File: src/rtl/joystick_pkg.sv
// Shared definitions for the serial joystick reader: FSM state encoding
// and width helpers used to size the tick, bit and gap counters.
package joystick_pkg;

  typedef enum logic [1:0] {
    IDLE  = 2'd0,
    LOAD  = 2'd1,
    SHIFT = 2'd2
  } joyState_e;

  // Ceiling log2; clog2(1) is 0.
  function automatic int clog2(input int value);
    int result = 0;
    int remaining = value - 1;
    while (remaining > 0) begin
      result++;
      remaining = remaining >> 1;
    end
    return result;
  endfunction

  // Bits needed to hold the values 0..maxValue, never less than one.
  function automatic int widthFor(input int maxValue);
    return (maxValue < 1) ? 1 : clog2(maxValue + 1);
  endfunction

endpackage

File: src/rtl/joystick_serial_tick_div.sv
// Clock-enable generator: asserts tick for one clock every CLKDIV clocks.
// The count restarts from zero on reset, so the first tick after release
// arrives CLKDIV clocks later.
module tick_div
  import joystick_pkg::*;
#(
  parameter int CLKDIV = 50
) (
  input  logic clock,
  input  logic reset,
  output logic tick
);

  localparam int CntW = widthFor(CLKDIV - 1);
  localparam logic [CntW-1:0] LastCount = CntW'(CLKDIV - 1);

  logic [CntW-1:0] countReg;

  assign tick = (countReg == LastCount);

  // Free-running 0..CLKDIV-1 counter.
  always_ff @(posedge clock or posedge reset) begin
    if (reset) begin
      countReg <= '0;
    end else if (tick) begin
      countReg <= '0;
    end else begin
      countReg <= countReg + 1'b1;
    end
  end

endmodule

File: src/rtl/joystick_serial.sv
// Serial joystick deserializer for 74HC165-style adapter chains.
// Each frame pulses joyLd low for one tick, then clocks NPORTS*BITS bits in
// with joyCk, sampling the active-low data as joyCk falls. The first bit
// sampled ends up in joy[0]. A completed frame is published on joy with a
// one-clock valid strobe, followed by GAP idle ticks.
// Optional build macro JOY_DEBOUNCE_EN: a frame is only published when it
// matches the raw frame read just before it.
module joystick_serial
  import joystick_pkg::*;
#(
  parameter int CLKDIV = 50,
  parameter int NPORTS = 2,
  parameter int BITS   = 8,
  parameter int GAP    = 16
) (
  input  logic                   clock,
  input  logic                   reset,
  input  logic                   enable,
  output logic                   joyCk,
  output logic                   joyLd,
  input  logic                   joyD,
  output logic [NPORTS*BITS-1:0] joy,
  output logic                   valid
);

  localparam int N    = NPORTS * BITS;
  localparam int BitW = widthFor(N);
  localparam int GapW = widthFor(GAP);

  localparam logic [BitW-1:0] LastBit  = BitW'(N - 1);
  localparam logic [GapW-1:0] GapReload = GapW'(GAP);

  logic tick;

  joyState_e       stateReg, stateNext;
  logic            joyCkReg, joyCkNext;
  logic            joyLdReg, joyLdNext;
  logic [GapW-1:0] gapReg, gapNext;
  logic [BitW-1:0] bitCntReg, bitCntNext;
  logic [N-1:0]    shiftReg, shiftNext;
  logic [N-1:0]    shiftIn;
  logic [N-1:0]    joyReg;
  logic            validReg;
  logic            frameDone;

  tick_div #(
    .CLKDIV(CLKDIV)
  ) tickGen (
    .clock(clock),
    .reset(reset),
    .tick (tick)
  );

  // New bit enters at the top, so after N samples the first one sits at bit 0.
  generate
    if (N == 1) begin : gSingleBit
      assign shiftIn = ~joyD;
    end else begin : gChain
      assign shiftIn = {~joyD, shiftReg[N-1:1]};
    end
  endgenerate

  // FSM state register.
  always_ff @(posedge clock or posedge reset) begin
    if (reset) begin
      stateReg <= IDLE;
    end else begin
      stateReg <= stateNext;
    end
  end

  // Next-state and serial-line control; everything advances only on tick.
  always_comb begin
    stateNext  = stateReg;
    joyCkNext  = joyCkReg;
    joyLdNext  = joyLdReg;
    gapNext    = gapReg;
    bitCntNext = bitCntReg;
    shiftNext  = shiftReg;
    frameDone  = 1'b0;
    if (tick) begin
      unique case (stateReg)
        IDLE: begin
          joyCkNext = 1'b0;
          joyLdNext = 1'b1;
          if (gapReg != '0) begin
            gapNext = gapReg - 1'b1;
          end else if (enable) begin
            stateNext  = LOAD;
            joyLdNext  = 1'b0;
            bitCntNext = '0;
          end
        end
        LOAD: begin
          joyLdNext  = 1'b1;
          joyCkNext  = 1'b0;
          bitCntNext = '0;
          stateNext  = SHIFT;
        end
        SHIFT: begin
          joyCkNext = ~joyCkReg;
          // joyCk is about to fall: the adapter's current bit is stable.
          if (joyCkReg) begin
            shiftNext  = shiftIn;
            bitCntNext = bitCntReg + 1'b1;
            if (bitCntReg == LastBit) begin
              frameDone = 1'b1;
              joyCkNext = 1'b0;
              gapNext   = GapReload;
              stateNext = IDLE;
            end
          end
        end
        default: begin
          stateNext = IDLE;
        end
      endcase
    end
  end

  // Serial-line, counter and shift-register storage.
  always_ff @(posedge clock or posedge reset) begin
    if (reset) begin
      joyCkReg  <= 1'b0;
      joyLdReg  <= 1'b1;
      gapReg    <= '0;
      bitCntReg <= '0;
      shiftReg  <= '0;
    end else begin
      joyCkReg  <= joyCkNext;
      joyLdReg  <= joyLdNext;
      gapReg    <= gapNext;
      bitCntReg <= bitCntNext;
      shiftReg  <= shiftNext;
    end
  end

`ifdef JOY_DEBOUNCE_EN
  logic [N-1:0] prevRawReg;

  // Publish only when two consecutive raw frames agree; valid lasts one clock.
  always_ff @(posedge clock or posedge reset) begin
    if (reset) begin
      joyReg     <= '0;
      validReg   <= 1'b0;
      prevRawReg <= '0;
    end else begin
      validReg <= 1'b0;
      if (frameDone) begin
        prevRawReg <= shiftNext;
        if (shiftNext == prevRawReg) begin
          joyReg   <= shiftNext;
          validReg <= 1'b1;
        end
      end
    end
  end
`else
  // Publish every completed frame; valid lasts one clock.
  always_ff @(posedge clock or posedge reset) begin
    if (reset) begin
      joyReg   <= '0;
      validReg <= 1'b0;
    end else begin
      validReg <= 1'b0;
      if (frameDone) begin
        joyReg   <= shiftNext;
        validReg <= 1'b1;
      end
    end
  end
`endif

  assign joyCk = joyCkReg;
  assign joyLd = joyLdReg;
  assign joy   = joyReg;
  assign valid = validReg;

endmodule

File: config.mk
export PLATFORM = sky130hd
export DESIGN_NAME = joystick_serial
export DESIGN_NICKNAME = d
export VERILOG_FILES = /design/src/rtl/joystick_pkg.sv /design/src/rtl/joystick_serial_tick_div.sv /design/src/rtl/joystick_serial.sv
export SDC_FILE = /design/constraint.sdc
export NUM_CORES = 1
export LEC_CHECK = 0
export ABC_AREA = 0
export CAP_MARGIN = 20
export CORE_AREA = 2 2 68 70
export DETAILED_ROUTE_END_ITERATION = 16
export DIE_AREA = 0 0 70 72
export PLACE_DENSITY = 0.76
export SYNTH_ARGS = -nofsm -noshare
export SYNTH_HDL_FRONTEND = slang
export SYNTH_SLANG_ARGS = --single-unit
File: constraint.sdc
create_clock -name clock -period 2.6 [get_ports clock]
set_clock_uncertainty 0.15 [all_clocks]
set_input_delay 0.52 -clock clock [delete_from_list [all_inputs] [get_ports clock]]
set_output_delay 0.52 -clock clock [all_outputs]
set_load 0.05 [all_outputs]
# Word-level counts from Yosys, hierarchy flattened
# Index checks and enable logic that the tools add are counted.
dict set report classes {
  add_sub_neg 3
  n_mul 0
  div_mod_pow 0
  n_lt_le_gt_ge 0
  eq_ne 9
  shifts 0
  n_mux 28
  n_bitwise 2
  n_reduce_logical 12
}
# op n
set op_table {}
lappend op_table {{two-way mux 16 bit} 3}
lappend op_table {{two-way mux 5 bit} 6}
lappend op_table {{one-hot mux 5 bit (3 select lines)} 1}
lappend op_table {{AND reduction 5 bit} 3}
lappend op_table {{!= test 2 bit (second input constant)} 5}
lappend op_table {{one-hot mux 5 bit (2 select lines)} 1}
lappend op_table {{two-way mux 1 bit} 9}
lappend op_table {{two-way mux 2 bit} 4}
lappend op_table {{adder 6 x 1 -> 6 bit (second input constant)} 1}
lappend op_table {{== test 6 bit (second input constant)} 1}
lappend op_table {{two-way mux 6 bit} 1}
lappend op_table {{one-hot mux 2 bit (3 select lines)} 1}
lappend op_table {{nonzero test 2 bit} 3}
lappend op_table {{adder 5 x 1 -> 5 bit (second input constant)} 1}
lappend op_table {{== test 5 x 4 -> 1 bit (second input constant)} 1}
lappend op_table {{nonzero test 5 bit} 1}
lappend op_table {{subtractor 5 x 1 -> 5 bit (second input constant)} 1}
lappend op_table {{one-hot mux 1 bit (2 select lines)} 2}
lappend op_table {{AND reduction 2 bit} 2}
lappend op_table {{nonzero test 3 bit} 1}
lappend op_table {{== test 2 x 1 -> 1 bit (second input constant)} 1}
lappend op_table {{== test 2 bit (second input constant)} 1}
lappend op_table {{zero test 2 bit} 1}
lappend op_table {{NOT 1 bit} 2}
lappend op_table {{OR reduction 2 bit} 1}
dict set report word_totals {
  reg_bits 53
  latchBits 0
  ramBits 0
  mem_bits_ro 0
  inputBits 4
  out_inout_bits 19
  word_cells 63
  memories 0
}

# Logic depth before layout (Yosys ltp)
# Gate-level depths: netlist (run 1).
dict set report logic_depth {
  depth_word 6
  mapped_depth 8
  depth_no_buf 7
}

# By module
# From an unflattened synthesis (run 1), not the netlist that was laid out.
dict set report unflattened {
  hier_cells 207
  hier_area_um2 2239.6
}
# mod n_inst cells_each area_each_um2 seq_area_each_um2
set by_module_without_submodules {}
lappend by_module_without_submodules {joystick_serial 1 181 1949.4 1152.4}
lappend by_module_without_submodules {tick_div 1 26 290.3 150.1}

# Worst setup path before layout (run 1)
# No wires, ideal clock.
dict set report synth_timing {
  path_type {register to register}
  start {register joyCkReg, in the netlist joyCk}
  end {register gapReg[1]}
  setup_time_ns 0.127
  arrival_time_ns 1.767
  required_time_ns 2.323
  path_slack_ns 0.556
  stages_incl_launch_ff 5
  path_buffers 1
  period_less_slack_ns 2.044
  path_cell_list {dfrtp_1 buf_2 nand2_1 a2111oi_2 mux2_1}
}
dict set report synth_between {
  elab_chain_cells 2
}
# element line
set synth_rtl {}
lappend synth_rtl {{from (decl)} joystick_serial.sv:36} ;# logic joyCkReg, joyCkNext;
lappend synth_rtl {{from (signal assigned)} joystick_serial.sv:130} ;# joyCkReg <= joyCkNext;
lappend synth_rtl {{!= test 2 bit (no line)} n/a}
lappend synth_rtl {{AND reduction 5 bit (no line)} n/a}
lappend synth_rtl {{to (signal assigned)} joystick_serial.sv:132} ;# gapReg <= gapNext;
lappend synth_rtl {{to (decl)} joystick_serial.sv:38} ;# logic [GapW-1:0] gapReg, gapNext;
# Every way passes these cells.
# A chain may end at the register's enable or synchronous reset.

# Final worst setup path (run 1)
dict set report layout_timing {
  start {register joyCkReg, in the netlist joyCk}
  end {output joyCk}
}
# element line
set layout_rtl {}
lappend layout_rtl {{to (decl)} joystick_serial.sv:19} ;# output logic joyCk,
# No word-level cell between the ends.

==> results of run 1 <==
## worst max-delay path by stage
stage	from	end	cells past startpoint
final	joyCk$_DFFE_PP0P_	joyCk	1
after global routing	joyCk$_DFFE_PP0P_	joyCk	1
after CTS	joyCk$_DFFE_PP0P_	joyCk	1
after detailed placement	gapReg[0]$_DFFE_PP0P_	bitCntReg[4]$_DFFE_PP0P_	6
after global placement	gapReg[0]$_DFFE_PP0P_	bitCntReg[4]$_DFFE_PP0P_	6
after floorplan	joyCk$_DFFE_PP0P_	gapReg[1]$_DFFE_PP0P_	4
## cell families (layout without fill, tap and decap cells)
logic type | Yosys count | after routing | synth area share, %
xor+xnor | 4 | 4 | 1.52
compound gates | 23 | 23 | 7.94
simple gates | 43 | 43 | 10.7
buf+inv | 18 | 43 | 3.86
flops | 52 | 52 | 56.6
mux | 34 | 34 | 16.6
fa+ha+maj | 5 | 5 | 2.72
## synth_stat cells (3+ instances only)
cell type  instances  share of area (%)
a21oi_1            3               0.65
clkbuf_1           3               0.49
dfrtp_1           51                 55
ha_1               5                2.7
inv_1             10                1.6
mux2_1            16                7.8
mux2_2            14                6.9
mux2i_1            3                1.3
nand2_1           11                1.8
nand3_1            4               0.87
nor2_1            14                2.3
o21ai_0            3               0.65
o21ai_1            3               0.65
xnor2_1            3                1.1
## placed cells by master, fill, tap and decap left out, drive strengths merged, types with 2 or more instances in the layout
master and count:
o21ai 6, nor2b 2, a2111oi 3, and2 2, a21oi 3, mux2i 3, nand4 2, buf 3
a41oi 2, clkdlybuf4s50 22, nand3 4, inv 11, nor3 2, xnor2 3, dfrtp 51, nor2 14
mux2 31, clkbuf 6, nand2 13, o21a 2, ha 5
## through the flow
| step | cell area (um^2) | power, mW |
|---|---|---|
| 2_1_floorplan | 2300 | 0.837 |
| 3_3_place_gp | 2570 | 0.849 |
| 3_5_place_dp | 2570 | 0.850 |
| 4_1_cts | 2680 | 1.40 |
| 5_1_grt | 2680 | 1.44 |
| 6_report | 2680 | 1.38 |
## area by class of cell
class	instances	area, um^2
clock inverter	2	38.8
sequential	52	1300
clock buffer	6	72.6
inverter	10	37.5
fill	325	1580
tap	52	65.1
timing repair buffer	25	255
multi-input combinational	109	908
## per-layer routing
layer / up-vias / GRT usage [%] / wire [um]
li1: 673 / - / -
met1: 665 / 22.7 / 1840
met2: 22 / 25.7 / 1750
met3: 10 / 5.00 / 135
met4: 0 / 6.62 / 89
met5: - / 0 / 0
## sequential cells by signal (all words and copies together) (netlist names)
| name | cells |
|---|---|
| shiftReg | 15 |
| gapReg | 5 |
| joy | 16 |
| stateReg | 2 |
| bitCntReg | 5 |
| joyLd | 1 |
| tickGen.countReg | 6 |
| joyCk | 1 |
| valid | 1 |
## power groups by stage
stage	logic, mW	clock network [mW]	registers, mW
after floorplan	0.0129	0	0.824
after global placement	0.0251	0	0.824
after detailed placement	0.0262	0	0.824
after CTS	0.0263	0.567	0.808
after global routing	0.0291	0.599	0.808
final	0.0248	0.544	0.808
==> impl_metrics.csv, run 1 <==
group,metric,value,unit
run_status,status,"finished, final reports clean",
yosys,syn_nets,188,
job,maxCapViolCount,0,
grt,grt_antenna_before_repair,0,
yosys,avgSynthCellArea,12.8,um^2
yosys,yosys_warnings,0,
timing,layout_setup_ws,0.203,ns
timing,drv_slew,0,
hold_path,hold_class,"register to register",
place,pre_cts_slack,0.383,ns
cts,clock_path_buffers,2,
timing,slew_headroom,66.2,%
yosys,synth_ff_type,"dfrtp_1",
cts,ctsResizeCount,0,
critical_path,crit_chain,"clkdlybuf4s50_1",
detailed_routing,drt_pass1_iterations,4,
power,p_per_area,514,nW/um^2
hold_path,worstHoldEndpoint,"tickGen.countReg[0]$_DFF_PP0_",
power,p_int,1.11,mW
yosys,syn_inst,179,
cts,ctsRootBufferMaster,"clkbuf_8",
floorplanning,fp-row-count,24,
power,switching_share,19.7,%
yosys,synth_cell_type_count,40,
critical_path,worst_r2r_endpoint,"bitCntReg[4]$_DFFE_PP0P_",
critical_path,required,1.93,ns
yosys,synth-edff-count,0,
critical_path,cp_slowest_cell,"clkdlybuf4s50_1",
power,clkPwrFrac,39.5,%
cts,clock_latency,0.30,ns
detailed_routing,drt_iter0_drc,87,
grt,grt_max_degree,33,
place,gp_congestion,0.809,
detailed_routing,ant_nets,0,
power,irDropWorstVdd,0.437,mV
power,power_frac_seq,58.7,%
place,post-dp-hpwl,2.68,mm
cts,clkSlewWorstSetupHoldPaths,0.08,ns
cells_and_area,drive_above_1_share,17.2,%
timing,min_period,2.40,ns
critical_path,cp_num_buf_inv,1,
place,dp.cells,248,
power,combinationalPowerShare,1.8,%
cts,cts_buffers,5,
yosys,async_flop_share,100,%
cts,tritoncts,"done",
critical_path,arrival,1.73,ns
yosys,synth_area,2300,um^2
hold_path,min-delay-start,"tickGen.countReg[0]$_DFF_PP0_",
power,switchingPower,0.271,mW
cts,cts_setup_buffers,0,
detailed_routing,drt-vias-per-instance,5.35,
timing,hold_viol,0,
critical_path,r2r-start,"gapReg[0]$_DFFE_PP0P_",
cells_and_area,final_util,62.9,%
detailed_routing,wirelength,3.81,mm
timing,min_period_over_period,92.2,%
timing,timing.hold.ws,0.345,ns
critical_path,setup.worst_path.start_class,"register",
critical_path,worst_setup_path_end_kind,"output port",
critical_path,reg2reg_depth,6,
cts,htreeDepth,2,
hold_path,whs_path_depth,1,
timing,worstMarginPinSlew,0.505,ns
floorplanning,initial_utilization,53.9,%
critical_path,slowest_delay,0.87,ns
cts,clock_sinks,52,
detailed_routing,dr_total_vias,1370,
timing,tns,0,ns
critical_path,worst-path-max-fanout,9,
cells_and_area,nNetsFinal,212,
floorplanning,io_pins,23,
floorplanning,die_width,70,um
critical_path,path_class,"register to output port",
timing,max_freq,417,MHz
grt,grt_pass1_wl,6.56,mm
timing,finalSetupViolCount,0,
place,portBuffers,22,
power,p_leak,1.31,nW
yosys,ys_seq_area_share,56.6,%
cells_and_area,n_antenna_cell,0,
timing,rsz0062_at_grt,"false",
cells_and_area,areaGrowthSynthToFinish,16.5,%
grt,grt_pass1_vias,1419,
critical_path,crit_family,"buffers and inverters",
detailed_routing,wl_per_cell,14.9,um
yosys,ys_ff_latch,52,
cells_and_area,fin_cells,256,
floorplanning,die_y,72,um
detailed_routing,drc,0,
floorplanning,coreArea,4260,um^2
critical_path,rrSetupSlack,0.38,ns
grt,gr-usage-all-layers,16.8,%
grt,overflow,0,
floorplanning,dieArea,5040,um^2
cts,cts_hold_buf,0,
(Power assumes the default switching activity.)
==> inputs of run 2 (changes only) <==
--- a/config.mk
+++ b/config.mk
@@ -8,6 +8,7 @@
 export ABC_AREA = 0
 export CAP_MARGIN = 20
 export CORE_AREA = 2 2 68 70
+export CTS_CLUSTER_DIAMETER = 200
 export DETAILED_ROUTE_END_ITERATION = 16
 export DIE_AREA = 0 0 70 72
 export PLACE_DENSITY = 0.76
==> results of run 2 <==
Final layout, timing and power as in run 1 (identical DEF).
